==> src/rtl/reg_watch_unit_if.sv <==
// reg_watch_unit_if: register bus, step/mode controls and display outputs of the watch unit.
interface reg_watch_unit_if #(
    parameter int WIDTH = 9,
    parameter int NREGS = 8
);
    localparam int SELW = (NREGS > 1) ? $clog2(NREGS) : 1;
    localparam int NDIG = (WIDTH + 3) / 4;
    logic [NREGS*WIDTH-1:0] Regs;
    logic                   Step;
    logic [1:0]             Mode;
    logic                   Dir;
    logic [SELW-1:0]        Sel;
    logic [WIDTH-1:0]       Data;
    logic                   Changed;
    logic [7*NDIG-1:0]      Hex;
    modport master (output Regs, Step, Mode, Dir, input Sel, Data, Changed, Hex);
    modport slave (input Regs, Step, Mode, Dir, output Sel, Data, Changed, Hex);
endinterface

==> src/rtl/reg_watch_unit.sv <==
// reg_watch_unit: selects one processor register (manual step, auto-scan or freeze),
// registers its value, flags value changes and drives active-low seven-segment digits.
module reg_watch_unit #(
    parameter int WIDTH    = 9,
    parameter int NREGS    = 8,
    parameter int SCAN_DIV = 50000000
) (
    input logic            Clock,
    input logic            Resetn,
    reg_watch_unit_if.slave bus
);
    localparam int SELW = (NREGS > 1) ? $clog2(NREGS) : 1;
    localparam int NDIG = (WIDTH + 3) / 4;
    localparam int PW   = $clog2(SCAN_DIV);
    localparam logic [1:0] M_AUTO   = 2'b01;
    localparam logic [1:0] M_FREEZE = 2'b10;
    localparam logic [6:0] SEG [16] = '{7'h40, 7'h79, 7'h24, 7'h30, 7'h19, 7'h12, 7'h02, 7'h78,
                                       7'h00, 7'h10, 7'h08, 7'h03, 7'h46, 7'h21, 7'h06, 7'h0E};

    logic [WIDTH-1:0] reg_arr [NREGS];
    for (genvar i = 0; i < NREGS; i++) begin : g_unpack
        assign reg_arr[i] = bus.Regs[i*WIDTH +: WIDTH];
    end

    logic             sync1_q, sync1_d, sync2_q, sync2_d, sync3_q, sync3_d, edge_q, edge_d;
    logic [1:0]       mode_q, mode_d;
    logic [PW-1:0]    presc_q, presc_d;
    logic [SELW-1:0]  sel_q, sel_d, sel_step;
    logic             moved_q, moved_d, changed_q, changed_d;
    logic [WIDTH-1:0] data_q, data_d, cur;
    logic             mode_chg, frozen, auto_on, terminal, advance;

    always_comb begin
        sync1_d   = bus.Step;
        sync2_d   = sync1_q;
        sync3_d   = sync2_q;
        edge_d    = sync2_q & ~sync3_q;
        mode_d    = bus.Mode;
        mode_chg  = bus.Mode != mode_q;
        frozen    = bus.Mode == M_FREEZE;
        auto_on   = bus.Mode == M_AUTO;
        terminal  = presc_q == PW'(SCAN_DIV - 1);
        // a mode switch swallows any pending advance and restarts the scan period
        advance   = !mode_chg && !frozen && (edge_q || (auto_on && terminal));
        presc_d   = (auto_on && !mode_chg && !edge_q && !terminal) ? presc_q + 1'b1 : '0;
        sel_step  = bus.Dir ? ((sel_q == '0) ? SELW'(NREGS - 1) : sel_q - 1'b1)
                            : ((sel_q == SELW'(NREGS - 1)) ? '0 : sel_q + 1'b1);
        sel_d     = advance ? sel_step : sel_q;
        moved_d   = advance;
        cur       = reg_arr[sel_q];
        data_d    = frozen ? data_q : cur;
        // a freshly selected register loads without counting as a change
        changed_d = !frozen && !moved_q && (cur != data_q);
    end

    always_ff @(posedge Clock or negedge Resetn) begin
        if (!Resetn) begin
            sync1_q   <= 1'b0;
            sync2_q   <= 1'b0;
            sync3_q   <= 1'b0;
            edge_q    <= 1'b0;
            mode_q    <= '0;
            presc_q   <= '0;
            sel_q     <= '0;
            moved_q   <= 1'b0;
            data_q    <= '0;
            changed_q <= 1'b0;
        end else begin
            sync1_q   <= sync1_d;
            sync2_q   <= sync2_d;
            sync3_q   <= sync3_d;
            edge_q    <= edge_d;
            mode_q    <= mode_d;
            presc_q   <= presc_d;
            sel_q     <= sel_d;
            moved_q   <= moved_d;
            data_q    <= data_d;
            changed_q <= changed_d;
        end
    end

    logic [4*NDIG-1:0] pad;
    assign pad = (4*NDIG)'(data_q);
    for (genvar k = 0; k < NDIG; k++) begin : g_hex
        assign bus.Hex[7*k +: 7] = SEG[pad[4*k +: 4]];
    end

    assign bus.Sel     = sel_q;
    assign bus.Data    = data_q;
    assign bus.Changed = changed_q;
endmodule

==> src/flat_wrapper.sv <==
// flat-port wrapper written by rule: the top's interface ports become plain ports
module reg_watch_unit_flat 
#(
    parameter int WIDTH    = 9,
    parameter int NREGS    = 8,
    parameter int SCAN_DIV = 50000000
)
  (Clock, Resetn, bus_Regs, bus_Step, bus_Mode, bus_Dir, bus_Sel, bus_Data, bus_Changed, bus_Hex);
  reg_watch_unit_if #(.WIDTH(WIDTH), .NREGS(NREGS)) bus_i ();
  input logic Clock;
  input logic Resetn;
  input wire logic [$bits(bus_i.Regs)-1:0] bus_Regs;
  input wire logic [$bits(bus_i.Step)-1:0] bus_Step;
  input wire logic [$bits(bus_i.Mode)-1:0] bus_Mode;
  input wire logic [$bits(bus_i.Dir)-1:0] bus_Dir;
  output wire logic [$bits(bus_i.Sel)-1:0] bus_Sel;
  output wire logic [$bits(bus_i.Data)-1:0] bus_Data;
  output wire logic [$bits(bus_i.Changed)-1:0] bus_Changed;
  output wire logic [$bits(bus_i.Hex)-1:0] bus_Hex;
  assign bus_i.Regs = bus_Regs;
  assign bus_i.Step = bus_Step;
  assign bus_i.Mode = bus_Mode;
  assign bus_i.Dir = bus_Dir;
  assign bus_Sel = bus_i.Sel;
  assign bus_Data = bus_i.Data;
  assign bus_Changed = bus_i.Changed;
  assign bus_Hex = bus_i.Hex;
  reg_watch_unit #(.WIDTH(WIDTH), .NREGS(NREGS), .SCAN_DIV(SCAN_DIV)) u_core (.Clock(Clock), .Resetn(Resetn), .bus(bus_i));
endmodule
==> config.mk <==
export PLATFORM = sky130hd
export DESIGN_NAME = reg_watch_unit_flat
export DESIGN_NICKNAME = d
export VERILOG_FILES = /design/src/rtl/reg_watch_unit_if.sv /design/src/rtl/reg_watch_unit.sv /design/src/flat_wrapper.sv
export SDC_FILE = /design/constraint.sdc
export NUM_CORES = 1
export LEC_CHECK = 0
export ABC_AREA = 1
export BUFFER_PORTS_ARGS = -buffer_cell sky130_fd_sc_hd__clkbuf_2
export CORE_UTILIZATION = 53
export DETAILED_ROUTE_END_ITERATION = 16
export PLACE_DENSITY = 0.87
export REMOVE_ABC_BUFFERS = 1
export SKIP_CTS_REPAIR_TIMING = 1
export SYNTH_ARGS = -nofsm -noshare
export SYNTH_HDL_FRONTEND = slang
export SYNTH_SLANG_ARGS = --single-unit
==> constraint.sdc <==
create_clock -name Clock -period 2.2 [get_ports Clock]
set_input_delay 0.22 -clock Clock [delete_from_list [all_inputs] [get_ports Clock]]
set_output_delay 0.22 -clock Clock [all_outputs]
set_load 0.01 [all_outputs]
# After elaboration in Yosys (flattened, before gate mapping)
# Memories as Yosys holds them, arrays and structs flattened.
# Cells that the tools add are included.
# W data, S select, Z words.
# totals
regBits	46
mem_bits_ro	336
in_bits	78
output_inout_bits	34
word_cells	60
mem_count	3
# mem_list
name	words	word_bits	read_ports	rd_clocked_by_memory_dff	write_ports	line_no	text
(name not given)	16	7	1	0	0	reg_watch_unit.sv:85	assign bus.Hex[7*k +: 7] = SEG[pad[4*k +: 4]];
(name not given)	16	7	1	0	0	reg_watch_unit.sv:85	
(name not given)	16	7	1	0	0	reg_watch_unit.sv:85	
# classes
add_sub_neg	3
magnitude_cmp	4
eq_ne	6
muxes	13
n_bitwise	6
reduce_logical	15
# op_table
cell	n
$mux W7	6
$bmux W9 S3	1
$add A26 B1 Y26 const B	1
$eq A26 B26 Y1 const B	1
$mux W26	1
$mux W9	2
$ge A5 B5 Y1 const B	3
$not A4 Y5	2
$mux W3	3
$ne A9 B9 Y1	1
$logic_and A1 B1 Y1	8
$logic_not A1 Y1	5
$not A1 Y5	1
$ge A4 B4 Y1 const B	1
$not A3 Y4	1
$add A3 B1 Y3 const B	1
$eq A3 B3 Y1 const B	1
$logic_not A3 Y1	1
$sub A3 B1 Y3 const B	1
$eq A2 B1 Y1 const B	1
$eq A2 B2 Y1 const B	1
$ne A2 B2 Y1	1
$and A1 B1 Y1	1
$logic_or A1 B1 Y1	1
$not A1 Y1	1

# Logic depth before layout (Yosys ltp)
# Gate-level depths: netlist of the first run.
# depth
word_depth	6
depth_mapped	13
ltp_nobuf	12

# Least setup slack after synthesis of the first run
# Ideal clock, no wire load.
# synth_path
kind	reg2reg
startpoint	register u_core.presc_q[0]
endpoint	register u_core.presc_q[14]
setup_time_ps	126
arrival_ps	1405
required_ps	2074
path_slack_ps	669
path_stages_with_launch	11
n_path_buf	0
period_less_slack_ps	1531
path_cell_list	dfrtp_1 -> ha_1 -> nand2_2 -> nor2_4 -> inv_2 -> nor3_2 -> nand2_1 -> nor2_2 -> inv_2 -> nor3_1 -> nor3_2
# synth_between
elab_chain_cells	4
elab_cells_between_ends	5
cone_classes	1 x add/sub; 1 x eq/ne; 1 x mux; 2 x reduce/logical
# synth_rtl
item	line_no	text
from (decl)	reg_watch_unit.sv:27	logic [PW-1:0] presc_q, presc_d;
from (signal assigned)	reg_watch_unit.sv:74	presc_q <= presc_d;
parallel branches: the longest is 3 deep, another holds $add A26 B1 Y26	-	
$mux W26 *	reg_watch_unit.sv:45	presc_d = (auto_on && !mode_chg && !edge_q && !terminal) ? presc_q + 1'b1 : '0;
net u_core.presc_d[14]	reg_watch_unit.sv:27	
# Mark *: on every way through the listed nets, which the timed path passes.
# A chain may end at the register's enable or synchronous reset.

# Final worst setup path of the first run
# layout_path
startpoint	register u_core.data_q[5], in the netlist u_core.bus.Data[5]
endpoint	output port bus_Hex[10]
# layout_between
elab_chain_cells	4
# layout_rtl
item	line_no	text
from (decl)	reg_watch_unit.sv:30	logic [WIDTH-1:0] data_q, data_d, cur;
from (signal assigned)	reg_watch_unit.sv:77	data_q <= data_d;
$not A4 Y5 (implied by the code)	reg_watch_unit.sv:85	
$mem_v2 Z16 W7	-	
$mux W7 (implied by the code) (2 in a row)	reg_watch_unit.sv:85	
to (decl)	flat_wrapper.sv:19	output wire logic [$bits(bus_i.Hex)-1:0] bus_Hex;
# Every way passes these cells. The select of a mux whose other input is x is not followed.

==> run summary, run 1 <==
The run finished, with violations left. The checks that failed: hold timing. For the fraction of power consumed by the clock network, the log shows 11.7%. Clock tree synthesis selected as its root buffer the cell sky130_fd_sc_hd__clkbuf_8.

The net switching share of the total power was 51.01%; the total routed wirelength was 9353 um. For this design the top-level I/O count stands at 112. The worst path needs 2.044 ns of the cycle, external delays included. For the pin with the worst max-slew slack, the measured transition is 0.5720 ns. The total congestion overflow after global routing is 0, and the logic gate share of total power is 62.1%.

The utilization of the core after routing is 64.68%. The logs give 4562 um for the detailed route wirelength on metal2 and -0.01234 ns for the final-layout worst hold slack. For this run, the total global-route usage over all layers was measured as 26.57%. Synthesis inferred 46 register bits. The number of maximum-capacitance constraint violations came out at 0. The run gives 7114 um as the half-perimeter wire length of the detailed placement result. The run gives 21 as the number of hold violations in the final report. The worst setup path is of the reg -> out kind.

After floorplanning, the core was divided into 30 placement rows. The first global-routing pass estimated 16,150 um of wire. The tools report the number of diodes as 0.

The quantity of I/O buffers inserted on ports is 108. Worst min-delay path category: in -> async. At the end of routability-driven placement, the weighted congestion stood at 0.9419. For the routed wire length on met3, the log shows 534 um. The total count of max-transition violations in the final report came out at 0. Among all stages on the critical path, the largest delay is contributed by sky130_fd_sc_hd__dfrtp_1. The detail-routed via count per cell was 5.108; the highest clock frequency the design can meet was 489.1 MHz. The portion of the post-synthesis area used by sequential elements was 30.33%. The cell area power density came out at 1017 nW/um2.

The data arrival time of the worst path came out at 1.82 ns. Synthesis produced 582 cells. The tools report the launch point of the critical path as u_core.bus.Data[5].

The final cell count without fillers is 775. In this run the critical register-to-register path is launched from u_core.presc_q[0]. After detailed routing, the average wire length per cell comes to 12.07 um. After detailed routing, the wire length on met1 is 4085 um.

For the total negative setup slack, the log shows 0 ns. Setup repair after global routing left no endpoint under its margin. The logs give 0.002773 ns for the clock tree skew after final layout and 3795 um2 for the post-synthesis instance area. The clock tree buffer depth was 2.

Most frequent cell on the critical path: sky130_fd_sc_hd__o21ai_0. The fraction of layout cells with a size suffix above 1 is 22.83%, and the maximum fanout count along the critical path is 8. The net count of the finished layout is 773. The run gives 753.2 uV as the highest ir drop seen on vdd. The logs give 2.376 nW for the static leakage and 3,849 for the via count of the first global-routing pass. The vertical extent of the die came out at 86.62 um.

Setup violations remaining at the end of the flow were counted as 0. Entering global routing, the biggest net connects 47 pins. The routed via count was 3,959; the count of clock tree sinks was 46. The core area was 6869 um2. The die outline area came out at 7502 um2.

Signal routing reaches up to met4. Detailed router's first-iteration violation count: 250. TritonCTS built the clock tree. The critical path runs through a total of 6 cells. The remaining design rule violation count was 0. In the finished design, the share of the clock period the worst path needs comes to 92.93%. The run gives 40 as the number of distinct library cell variants in the gate-level netlist after synthesis. The tools report the clock latency of the later-clocked register in the worst-skew pair as 0.30 ns.

Across the whole layout, storage elements account for 1152 um2. Among cell families on the critical path, the largest total delay comes from flip-flops. The layout has 613 filler cells. The run gives 5 as the number of buffers inserted during clock tree synthesis. In this run the tightest slew margin relative to its limit is 61.86%.

The floorplan die width was 86.62 um. The area overhead of the layout relative to synthesis was 17.08%. Counting cells, the worst reg-to-reg path comes to 8. Traced cell by cell, the critical path runs through inv_1, ha_1, o21ai_0, nand2_1, o21ai_0, clkbuf_2. Yosys printed 0 warnings. The number of detailed-route iterations in the first pass was 5; the number of buffers and inverters on the critical path was 2.

Counting tap cells, the placed design contains a total of 766 instances. The kind of end point of the critical path is an output pin. The tools report the antenna violation net count after detailed routing as 0. The number of antenna violations at the first check in global routing is 0, and the clock transition at the registers of the reported paths is 0.09 ns. The synthesized area per cell is 6.520 um2. Area taken by multi-input logic gates: 2173 um2.

Sequential cells account for 26.2% of the total power. The category of the worst setup path launch point is a flip-flop. The required time of the critical path came out at 1.98 ns. The clock tree synthesis step divided the H-tree into 2 levels. For this configuration, the core starts out at a cell density of 55.25%. The largest stage delay on the critical path came out at 0.50 ns.

The net load switching power is 2.306 mW. The internal power of the cells totals 2.215 mW.
layout by cell type, fill, tap and decap left out, types with 2 or more instances in the layout:
cell                       Yosys  layout
sky130_fd_sc_hd__a21oi_1      13      13
sky130_fd_sc_hd__a32oi_1       2       2
sky130_fd_sc_hd__and3_1        2       2
sky130_fd_sc_hd__buf_4        10       5
sky130_fd_sc_hd__clkbuf_2      0     108
sky130_fd_sc_hd__clkbuf_8      0       5
sky130_fd_sc_hd__clkinv_1      4       4
sky130_fd_sc_hd__conb_1        2       3
sky130_fd_sc_hd__dfrtp_1      46      45
sky130_fd_sc_hd__ha_1         17      17
sky130_fd_sc_hd__inv_1        74      74
sky130_fd_sc_hd__inv_2         6       6
sky130_fd_sc_hd__nand2_1     168     168
sky130_fd_sc_hd__nand2_2       5       5
sky130_fd_sc_hd__nand3_1      56      56
sky130_fd_sc_hd__nand3_2       3       3
sky130_fd_sc_hd__nand4_1       9       9
sky130_fd_sc_hd__nor2_1       65      65
sky130_fd_sc_hd__nor2_2        5       5
sky130_fd_sc_hd__nor2_4        3       3
sky130_fd_sc_hd__nor3_1       13      13
sky130_fd_sc_hd__nor3_2        2       2
sky130_fd_sc_hd__nor3b_1       3       3
sky130_fd_sc_hd__nor3b_2       2       2
sky130_fd_sc_hd__nor4_1        2       2
sky130_fd_sc_hd__o211ai_1      3       3
sky130_fd_sc_hd__o21ai_0      19      19
sky130_fd_sc_hd__o21ai_1       5       5
sky130_fd_sc_hd__o31ai_1       3       3
sky130_fd_sc_hd__or2_2         2       2
sky130_fd_sc_hd__xnor2_1       3       3
sky130_fd_sc_hd__xor2_1       12      12
Yosys cell counts:
| library cell | n | share of area [%] |
|---|---|---|
| sky130_fd_sc_hd__a31o_2 | 1 | 0.23 |
| sky130_fd_sc_hd__nor3_1 | 13 | 1.7 |
| sky130_fd_sc_hd__inv_1 | 74 | 7.3 |
| sky130_fd_sc_hd__o21ai_2 | 1 | 0.23 |
| sky130_fd_sc_hd__ha_1 | 17 | 5.6 |
| sky130_fd_sc_hd__a32oi_1 | 2 | 0.46 |
| sky130_fd_sc_hd__a21oi_1 | 13 | 1.7 |
| sky130_fd_sc_hd__a31oi_1 | 1 | 0.16 |
| sky130_fd_sc_hd__nand4_1 | 9 | 1.5 |
| sky130_fd_sc_hd__xor2_1 | 12 | 2.8 |
| sky130_fd_sc_hd__o21ai_1 | 5 | 0.66 |
| sky130_fd_sc_hd__nand2_1 | 168 | 17 |
| sky130_fd_sc_hd__o21ai_0 | 19 | 2.5 |
| sky130_fd_sc_hd__a21oi_2 | 1 | 0.23 |
| sky130_fd_sc_hd__buf_2 | 7 | 0.92 |
| sky130_fd_sc_hd__nor3b_1 | 3 | 0.59 |
| sky130_fd_sc_hd__nand2_4 | 1 | 0.30 |
| sky130_fd_sc_hd__nor3_2 | 2 | 0.53 |
| sky130_fd_sc_hd__or2_0 | 1 | 0.16 |
| sky130_fd_sc_hd__clkbuf_1 | 7 | 0.69 |
| sky130_fd_sc_hd__inv_2 | 6 | 0.59 |
| sky130_fd_sc_hd__and3_1 | 2 | 0.33 |
| sky130_fd_sc_hd__nor4_1 | 2 | 0.33 |
| sky130_fd_sc_hd__clkinv_1 | 4 | 0.40 |
| sky130_fd_sc_hd__or2_2 | 2 | 0.33 |
| sky130_fd_sc_hd__xnor2_1 | 3 | 0.69 |
| sky130_fd_sc_hd__dfrtp_1 | 46 | 30 |
| sky130_fd_sc_hd__buf_4 | 10 | 2.0 |
| sky130_fd_sc_hd__nand3_1 | 56 | 7.4 |
| sky130_fd_sc_hd__nor4_2 | 1 | 0.33 |
| sky130_fd_sc_hd__o31ai_1 | 3 | 0.59 |
| sky130_fd_sc_hd__nor2_4 | 3 | 0.89 |
| sky130_fd_sc_hd__nand2_2 | 5 | 0.82 |
| sky130_fd_sc_hd__nor3b_2 | 2 | 0.66 |
| sky130_fd_sc_hd__nor2_2 | 5 | 0.82 |
| sky130_fd_sc_hd__nand3_2 | 3 | 0.79 |
| sky130_fd_sc_hd__o211ai_1 | 3 | 0.59 |
| sky130_fd_sc_hd__conb_1 | 2 | 0.20 |
| sky130_fd_sc_hd__buf_6 | 2 | 0.59 |
| sky130_fd_sc_hd__nor2_1 | 65 | 6.4 |
flip-flops by register name, indices dropped and copies added, names as in the netlist:
register,cells
u_core.sync2_q,1
u_core.presc_q,26
u_core.mode_q,2
u_core.bus.Sel,3
u_core.bus.Changed,1
u_core.moved_q,1
u_core.bus.Data,9
u_core.sync1_q,1
u_core.edge_q,1
u_core.sync3_q,1
worst paths after layout:
path                                            to  slack, ns
worst min register to register      u_core.sync2_q       0.36
max in group asynchronous       u_core.bus.Data[4]       1.79
worst max register to register  u_core.presc_q[20]       0.30
min in group Clock                u_core.mode_q[1]       0.04
worst max-delay path                   bus_Hex[10]       0.16
worst min-delay path            u_core.presc_q[12]      -0.01
routing by layer:
metal  track usage (%)  vias to the layer above
met5                 0                        -
li1                  -                     2007
met1             32.30                     1807
met4             7.576                        0
met2             47.98                      124
met3             4.857                       21
through the flow:
stage	setup WS (ns)	cell area (um2)	power [mW]
CTS	0.1310	4432	4.516
detailed placement	0.2925	4338	3.980
finish	0.1555	4443	4.521
global placement	0.4234	4338	3.890
global route	0.01106	4443	4.976
floorplan	-0.03519	3640	3.001
cells by family (layout without fill, tap and decap cells):
kind of cell | Yosys count | after routing | share of synthesized area (%)
AND/OR/NAND/NOR | 343 | 343 | 40.52
buffers and inverters | 110 | 206 | 12.50
AO/OA/AOI/OAI | 49 | 49 | 7.385
flip-flops | 46 | 46 | 30.33
adder cells (fa/ha/maj) | 17 | 17 | 5.605
XOR/XNOR | 15 | 15 | 3.462
other | 2 | 3 | 0.1979
power groups by stage:
stage          logic, mW  clock network, mW  registers (mW)
6_report            2.81              0.529            1.18
5_1_grt             3.19              0.576            1.21
4_1_cts             2.79              0.544            1.18
3_5_place_dp        2.78                  0            1.20
3_3_place_gp        2.70                  0            1.19
2_1_floorplan       1.67                  0            1.33
layout make-up:
cell class | count | share of cell area (%)
tap | 96 | 2.703
clock inverter | 3 | 0.5632
clock buffer | 5 | 1.549
sequential | 46 | 25.94
timing repair buffer | 114 | 13.24
multi-input combinational | 427 | 48.92
inverter | 84 | 7.097
Note: power is estimated with default switching activity, not from simulation.
==> inputs of run 2 (changes only) <==
- CAP_MARGIN: unset -> 20
- CORE_MARGIN: unset -> 3
==> run 2 against run 1 <==
  * The run still ends with hold timing left
  * Via count grew 3.1%
  * First-iteration DRC count grew 32%
  * Core utilization grew 0.97 points
  * Clock power grew 43%
  * Register-to-register slack gained 0.05 ns
  * Power grew 7.2%
  * Die area grew 9.4%
  * Design area grew 1.5%
  * Sequential share of layout area shrank 0.35 points
  * Maximum frequency shrank 0.30%
  * Clock skew grew 0.0032 ns
==> run summary, run 2 (synthesized netlist as in run 1, its figures left out) <==
The static leakage is 2.403 nW (+1.2%), and the maximum fanout count along the critical path is 7 (-1). Leaving out fill and tap cells, the most frequent cell in the layout is sky130_fd_sc_hd__nand2_1. The final cell count without fillers came out at 776 (+0.13%). Master of the slowest instance on the critical path: sky130_fd_sc_hd__dfrtp_2.

The clock transition at the registers of the reported paths is 0.09 ns (about the same), and the number of buffers inserted during clock tree synthesis is 5 (unchanged). The logs give 0.30 ns (about the same) for the clock latency of the later-clocked register in the worst-skew pair and 1154 um2 (+0.11%) for the sequential cell area in the final layout. The antenna violation net count after detailed routing was 0 (unchanged); the wire length of the first global-routing pass was 16,370 um (+1.3%). The logs give 55.25% (unchanged) for the starting density of the core and 0 ns (unchanged) for the total negative setup slack. The die outline area was 8211 um2 (+9.4%); the boundary pin count was 112 (unchanged).

The tools report the final-layout worst hold slack as -0.01018 ns (+0.002158 ns). TritonCTS built the clock tree. The quantity of I/O buffers inserted on ports is 108 (unchanged), and the total routed wirelength is 9868 um (+5.5%). The tools report the number of antenna violations at the first check in global routing as 0 (unchanged). The fraction of layout cells with a size suffix above 1 was 23.38% (+0.55 points); the half-perimeter wire length of the detailed placement result was 7493 um (+5.3%). The highest ir drop seen on vdd is 639.5 uV (-15%). The highest clock frequency the design can meet came out at 487.7 MHz (-0.30%). The signal on the critical path passes through clkinvlp_4, ha_1, o21ai_0, nand2_1, o21ai_0, clkbuf_2. Classification of the worst setup path: reg -> out.

The routed via count was 4,080 (+3.1%). The path class of the tightest hold or removal check is in -> async. Cell at the root of the clock tree: sky130_fd_sc_hd__clkbuf_8. The area overhead of the layout relative to synthesis was 18.83%; the count of clock tree sinks was 46 (unchanged). The utilization of the core after routing came out at 65.65% (+0.97 points). The kind of end point of the critical path is an output pin. For the tightest slew margin relative to the limit, the log shows 62.81% (+0.95 points). The cell area power density is 1075 nW/um2 (+5.6%). Core area: 6869 um2 (unchanged). The largest stage delay on the critical path is 0.43 ns (-0.07 ns), and the total congestion overflow after global routing is 0 (unchanged). The total placed cells including tap cells is 766 (unchanged). Vertical extent of the die: 90.62 um (+4.6%). Remaining design rule violation count: 0 (unchanged). The startpoint identified for the worst register-to-register timing path is u_core.presc_q[0]. For the detailed router's first-iteration violation count, the log shows 330 (+32%). The overall track demand over capacity in global routing is 23.58% (-3.0 points). The worst setup path is launched from a flip-flop. The tools report the number of hold violations in the final report as 45 (+110%). The run gives 0 (unchanged) as the total count of max-transition violations in the final report. The number of filler cells placed in the layout is 620 (+1.1%), and the flip-flop count of the largest register after layout is 26 (unchanged). For the pin count of the biggest net entering global routing, the log shows 47 (unchanged). The logs give 2173 um2 (unchanged) for the area taken by multi-input logic gates and 0.35 ns (+0.05 ns) for the setup slack of the most critical reg-to-reg path. The average routed wire per standard cell was 12.72 um (+5.4%). The launch point of the critical path was u_core.bus.Data[4].

The final reports fail on hold timing. The data arrival time of the worst path came out at 1.83 ns (about the same). The standard-cell row count was 30 (unchanged).

The logs give 2 (unchanged) for the total number of H-tree levels and 774 (+0.13%) for the total number of nets in the final design. Via count of the first global-routing pass: 3,612 (-6.2%). In the layout the commonest cells are sky130_fd_sc_hd__nand2_1, sky130_fd_sc_hd__clkbuf_2, sky130_fd_sc_hd__inv_1, sky130_fd_sc_hd__nor2_1, sky130_fd_sc_hd__nand3_1. The clock tree skew after final layout was 0.005963 ns (+0.003190 ns); the number of diodes was 0 (unchanged).

The path depth of the worst reg2reg path works out to 8 (unchanged). The routability congestion estimate from global placement was 0.9376 (-0.46%). The number of maximum-capacitance constraint violations came out at 0 (unchanged).

The number of detailed-route iterations in the first pass was 5 (unchanged). The shortest period the worst path allows is 2.051 ns (+0.006126 ns). The required time of the critical path is 1.98 ns (about the same). The capture instance of the worst register-to-register path is u_core.presc_q[16]. Clock tree buffer depth: 2 (unchanged). Detail-routed via count per cell: 5.258 (+2.9%). The worst-margin pin slew is 0.5570 ns (-0.01506 ns).

u_core.presc_q holds more flip-flops than any other register. Setup repair after global routing left no endpoint under its margin. Fraction of the cycle the final worst path needs: 93.21% (+0.28 points).

The number of endpoints failing setup at the final stage was 0 (unchanged). The flow ran to the end, but the final reports show violations. Most frequent cell on the critical path: sky130_fd_sc_hd__o21ai_0. The floorplan die width works out to 90.62 um (+4.6%).
## run 2: changes by cell type in the layout (fill, tap and decap cells not counted), sizes merged
cell         change
bufinv           +2
inv              -2
dlygate4sd3      -1
buf              +2
## run 2: final cells by class
type	count	area share (%)
Timing Repair Buffer	115	13.43
Sequential cell	46	25.58
Clock buffer	5	1.526
Inverter	84	7.075
Tap cell	96	2.664
Multi-Input combinational cell	427	48.20
Clock inverter	3	1.526
## run 2: how the worst max path moves through the flow
| stage | endpoint | slack, ns | cells after the start |
|---|---|---|---|
| 2_1_floorplan | u_core.bus.Changed | -0.04 | 11 |
| 3_3_place_gp | u_core.presc_q[16] | 0.44 | 8 |
| 4_1_cts | bus_Hex[10] | 0.08 | 6 |
| 3_5_place_dp | u_core.presc_q[16] | 0.37 | 8 |
| 6_report | bus_Hex[10] | 0.15 | 6 |
| 5_1_grt | bus_Hex[10] | 0.02 | 6 |
## run 2: power by group
group	internal [mW]	total, mW	switching, mW
combinational	1.07	2.90	1.83
sequential	0.970	1.19	0.223
clock	0.455	0.756	0.301
## run 2: per-layer routing
| layer | part of all wire (%) | GRT usage (%) | vias to the layer above |
|---|---|---|---|
| met2 | 50 | 41.01 | 158 |
| met1 | 42 | 30.95 | 1888 |
| li1 | - | - | 2015 |
| met4 | 1.6 | 6.633 | 0 |
| met5 | 0 | 0 | - |
| met3 | 5.9 | 2.583 | 19 |
## run 2: worst max-delay path: cells and delay by family, from the launching register on
kind                     cells  cell delay, ns
AO/OA/AOI/OAI                2            0.29
flip-flops                   1            0.43
AND/OR/NAND/NOR              1            0.08
adder cells (fa/ha/maj)      1            0.35
buffers and inverters        2            0.37
## run 2: stage by stage
stage | power (mW) | cell area (um2) | setup WS [ns] | hold slack (ns)
floorplan | 3.001 | 3640 | -0.03519 | -0.07559
global placement | 3.929 | 4350 | 0.4425 | 0.3302
detailed placement | 4.023 | 4350 | 0.3725 | 0.3305
CTS | 4.784 | 4488 | 0.08054 | 0.005418
global route | 5.262 | 4509 | 0.01794 | 0.001996
finish | 4.846 | 4509 | 0.1494 | -0.01018
==> inputs of run 3 (changes only) <==
- PLACE_DENSITY: 0.87 -> 0.82
==> run 3 against run 2 <==
  * Routed wire length is 1.9% lower
  * Core utilization is 0.60 points lower
  * Critical path type unchanged
  * Critical endpoint unchanged
  * The flow now finishes without violations
  * Highest routed layer unchanged
  * Maximum frequency is 1.3% lower
  * Sequential power hardly changed
  * Critical path depth stayed put
  * Clock skew is 0.0026 ns higher
  * Register-to-register slack worse by 0.04 ns
  * Largest power group unchanged
  * Die area stayed put
  * Cell count stayed put
  * Power is 4.3% lower
  * Count of clock-buffer cells in the layout is 1 higher
==> run summary, run 3 (synthesized netlist as in run 1, its figures left out) <==
Number of diodes: 0 (unchanged). Top register by number of flip-flops: u_core.presc_q. In this run the worst hold path is classified as in -> reg.

The total number of H-tree levels was 2 (unchanged). The run gives 0 ns (unchanged) as the total negative setup slack. The cell depth of the worst min-delay path was 1; the wire length of the first global-routing pass was 16,550 um (+1.1%).

The pin count of the biggest net entering global routing came out at 38 (-19%). The tools report the routed via count as 3,986 (-2.3%). The flow ran to the end, and the final reports show no timing, DRC or antenna violations. The number of detailed-route iterations in the first pass is 5 (unchanged), and the area overhead of the layout relative to synthesis is 17.74%. The total routed wirelength was 9676 um (-1.9%).

The library cell used most frequently in the layout, excluding fill and tap cells, is sky130_fd_sc_hd__nand2_1. The logs give 23.86% (+0.28 points) for the overall track demand over capacity in global routing and 6869 um2 (unchanged) for the core area. The static leakage is 2.388 nW (-0.63%).

The total congestion overflow after global routing is 0 (unchanged), and the maximum fanout count along the critical path is 8 (+1). The logs give 1.98 ns (about the same) for the required time of the critical path and 2.325 mW (-6.8%) for the internal portion of total power. For the highest clock frequency the design can meet, the log shows 481.2 MHz (-1.3%).

Detailed router's first-iteration violation count: 307 (-7.0%). The final cell count without fillers was 776 (unchanged); the data arrival time of the worst path was 1.86 ns (+0.03 ns). The number of endpoints failing setup at the final stage was 0 (unchanged). The tools report the boundary pin count as 112 (unchanged). The path depth of the worst reg2reg path was 12 (+4).

The remaining design rule violation count was 0 (unchanged); the setup slack of the most critical reg-to-reg path was 0.31 ns (-0.04 ns). For the clock latency of the later-clocked register in the worst-skew pair, the log shows 0.31 ns (about the same). STA classifies the critical path endpoint as an output pin.

The vertical extent of the die is 90.62 um (unchanged). Leaving out fill and tap cells, the most frequent cells in the layout are sky130_fd_sc_hd__nand2_1, sky130_fd_sc_hd__clkbuf_2, sky130_fd_sc_hd__inv_1, sky130_fd_sc_hd__nor2_1, sky130_fd_sc_hd__nand3_1. The shortest period the worst path allows was 2.078 ns (+0.02732 ns). Setup repair after global routing left no endpoint under its margin.

The fraction of power consumed by the clock network was 13.5% (-2.1 points). The root buffer cell chosen for the clock tree is sky130_fd_sc_hd__clkbuf_8. TritonCTS built the clock tree. The count of clock tree sinks was 46 (unchanged). The tools report the number of hold violations in the final report as 0 (-100%). For the clock tree skew after final layout, the log shows 0.008597 ns (+0.002633 ns). The worst setup path is launched from a flip-flop.

The quantity of I/O buffers inserted on ports is 108 (unchanged). The largest stage delay on the critical path was 0.49 ns (+0.06 ns). The clock transition at the registers of the reported paths is 0.08 ns (about the same). For the routability congestion estimate from global placement, the log shows 0.9390 (+0.15%). The critical path goes through inv_1, ha_1, o21ai_0, nand2_1, o21ai_0, clkbuf_2.

The flip-flop count of the largest register after layout came out at 26 (unchanged). The floorplan die width was 90.62 um (unchanged); the starting density of the core was 55.25% (unchanged). The tools report the part of the power in registers as 25.6% (+1.0 points). In this design, the critical path's most frequently occurring cell is sky130_fd_sc_hd__o21ai_0. The number of buffers inserted during clock tree synthesis was 5 (unchanged); the number of antenna violations at the first check in global routing was 0 (unchanged).

The highest ir drop seen on vdd came out at 891.2 uV (+39%). The utilization of the core after routing was 65.05% (-0.60 points). The run gives 774 (unchanged) as the total number of nets in the final design.

The standard-cell row count is 30 (unchanged), and the clock tree buffer depth is 2 (unchanged). The cell area power density was 1038 nW/um2 (-3.4%); the half-perimeter wire length of the detailed placement result was 7599 um (+1.4%). The net load switching power is 2.312 mW (-1.7%). The logs give 3,714 (+2.8%) for the via count of the first global-routing pass and 8211 um2 (unchanged) for the die outline area. For the total count of max-transition violations in the final report, the log shows 0 (unchanged). The largest individual stage delay along the critical path comes from the cell sky130_fd_sc_hd__dfrtp_1.

The net switching share of the total power was 49.86% (+1.3 points). The logic gate share of total power was 60.9% (+1.1 points). Fraction of layout cells with a size suffix above 1: 22.65% (-0.74 points). The detail-routed via count per cell was 5.137 (-2.3%). The number of maximum-capacitance constraint violations was 0 (unchanged); the total placed cells including tap cells was 767 (+0.13%). The fraction of the cycle the final worst path needs came out at 94.45% (+1.2 points). Classification of the worst setup path: reg -> out. The antenna violation net count after detailed routing is 0 (unchanged), and the average routed wire per standard cell is 12.47 um (-1.9%).
## run 3: cell count changes in the layout (fill, tap and decap cells not counted), sizes merged
cell,delta
clkbuf,+1
bufinv,-1
buf,-1
clkinv,-1
inv,+1
dlygate4sd3,+1
## run 3: metrics by stage
stage               hold slack [ns]  area, um2  worst slack (ns)  power, mW
CTS                         -0.1638       4456            0.1455      4.621
global placement             0.1595       4345            0.3849      3.918
global route               0.004211       4468          0.006161      5.087
detailed placement           0.1634       4345            0.3238      3.993
floorplan                  -0.07559       3640          -0.03519      3.001
finish                      0.01488       4468            0.1221      4.637
## run 3: worst paths after layout
| kind | startpoint | to |
|---|---|---|
| min in group asynchronous | Resetn | u_core.presc_q[10] |
| hold reg to reg | u_core.sync1_q | u_core.sync2_q |
| hold / removal | bus_Step | u_core.sync1_q |
| max in group asynchronous | Resetn | u_core.bus.Data[8] |
| setup reg to reg | u_core.bus.Sel[0] | u_core.bus.Changed |
| setup / recovery | u_core.bus.Data[5] | bus_Hex[10] |
## run 3: per-layer routing
layer / track usage (%) / wire [um] / vias up
met3: 4.167 / 673 / 13
met1: 31.66 / 4159 / 1829
li1: - / - / 2009
met2: 39.84 / 4711 / 135
met4: 6.888 / 131 / 0
met5: 0 / 0 / -
## run 3: critical path, delay by kind of cell, from the launching register on
kind            cells  cell delay (ns)
fa+ha+maj           1             0.32
buf+inv             2             0.36
flops               1             0.49
simple gates        1             0.07
compound gates      2             0.31
## run 3: cell type report
cell class / count / area [um2]
fillers: 649 / 2401
clock buffers: 6 / 72.57
clock inverters: 2 / 37.54
inverters: 84 / 317.8
well taps: 96 / 120.1
repair buffers: 115 / 595.6
flip-flops and latches: 46 / 1151
multi-input cells: 427 / 2173
## run 3: power by group through the flow
stage / registers (mW) / clock network (mW) / logic (mW)
CTS: 1.18 / 0.636 / 2.81
floorplan: 1.33 / 0 / 1.67
detailed placement: 1.20 / 0 / 2.80
finish: 1.19 / 0.626 / 2.82
global route: 1.22 / 0.669 / 3.20
global placement: 1.20 / 0 / 2.72
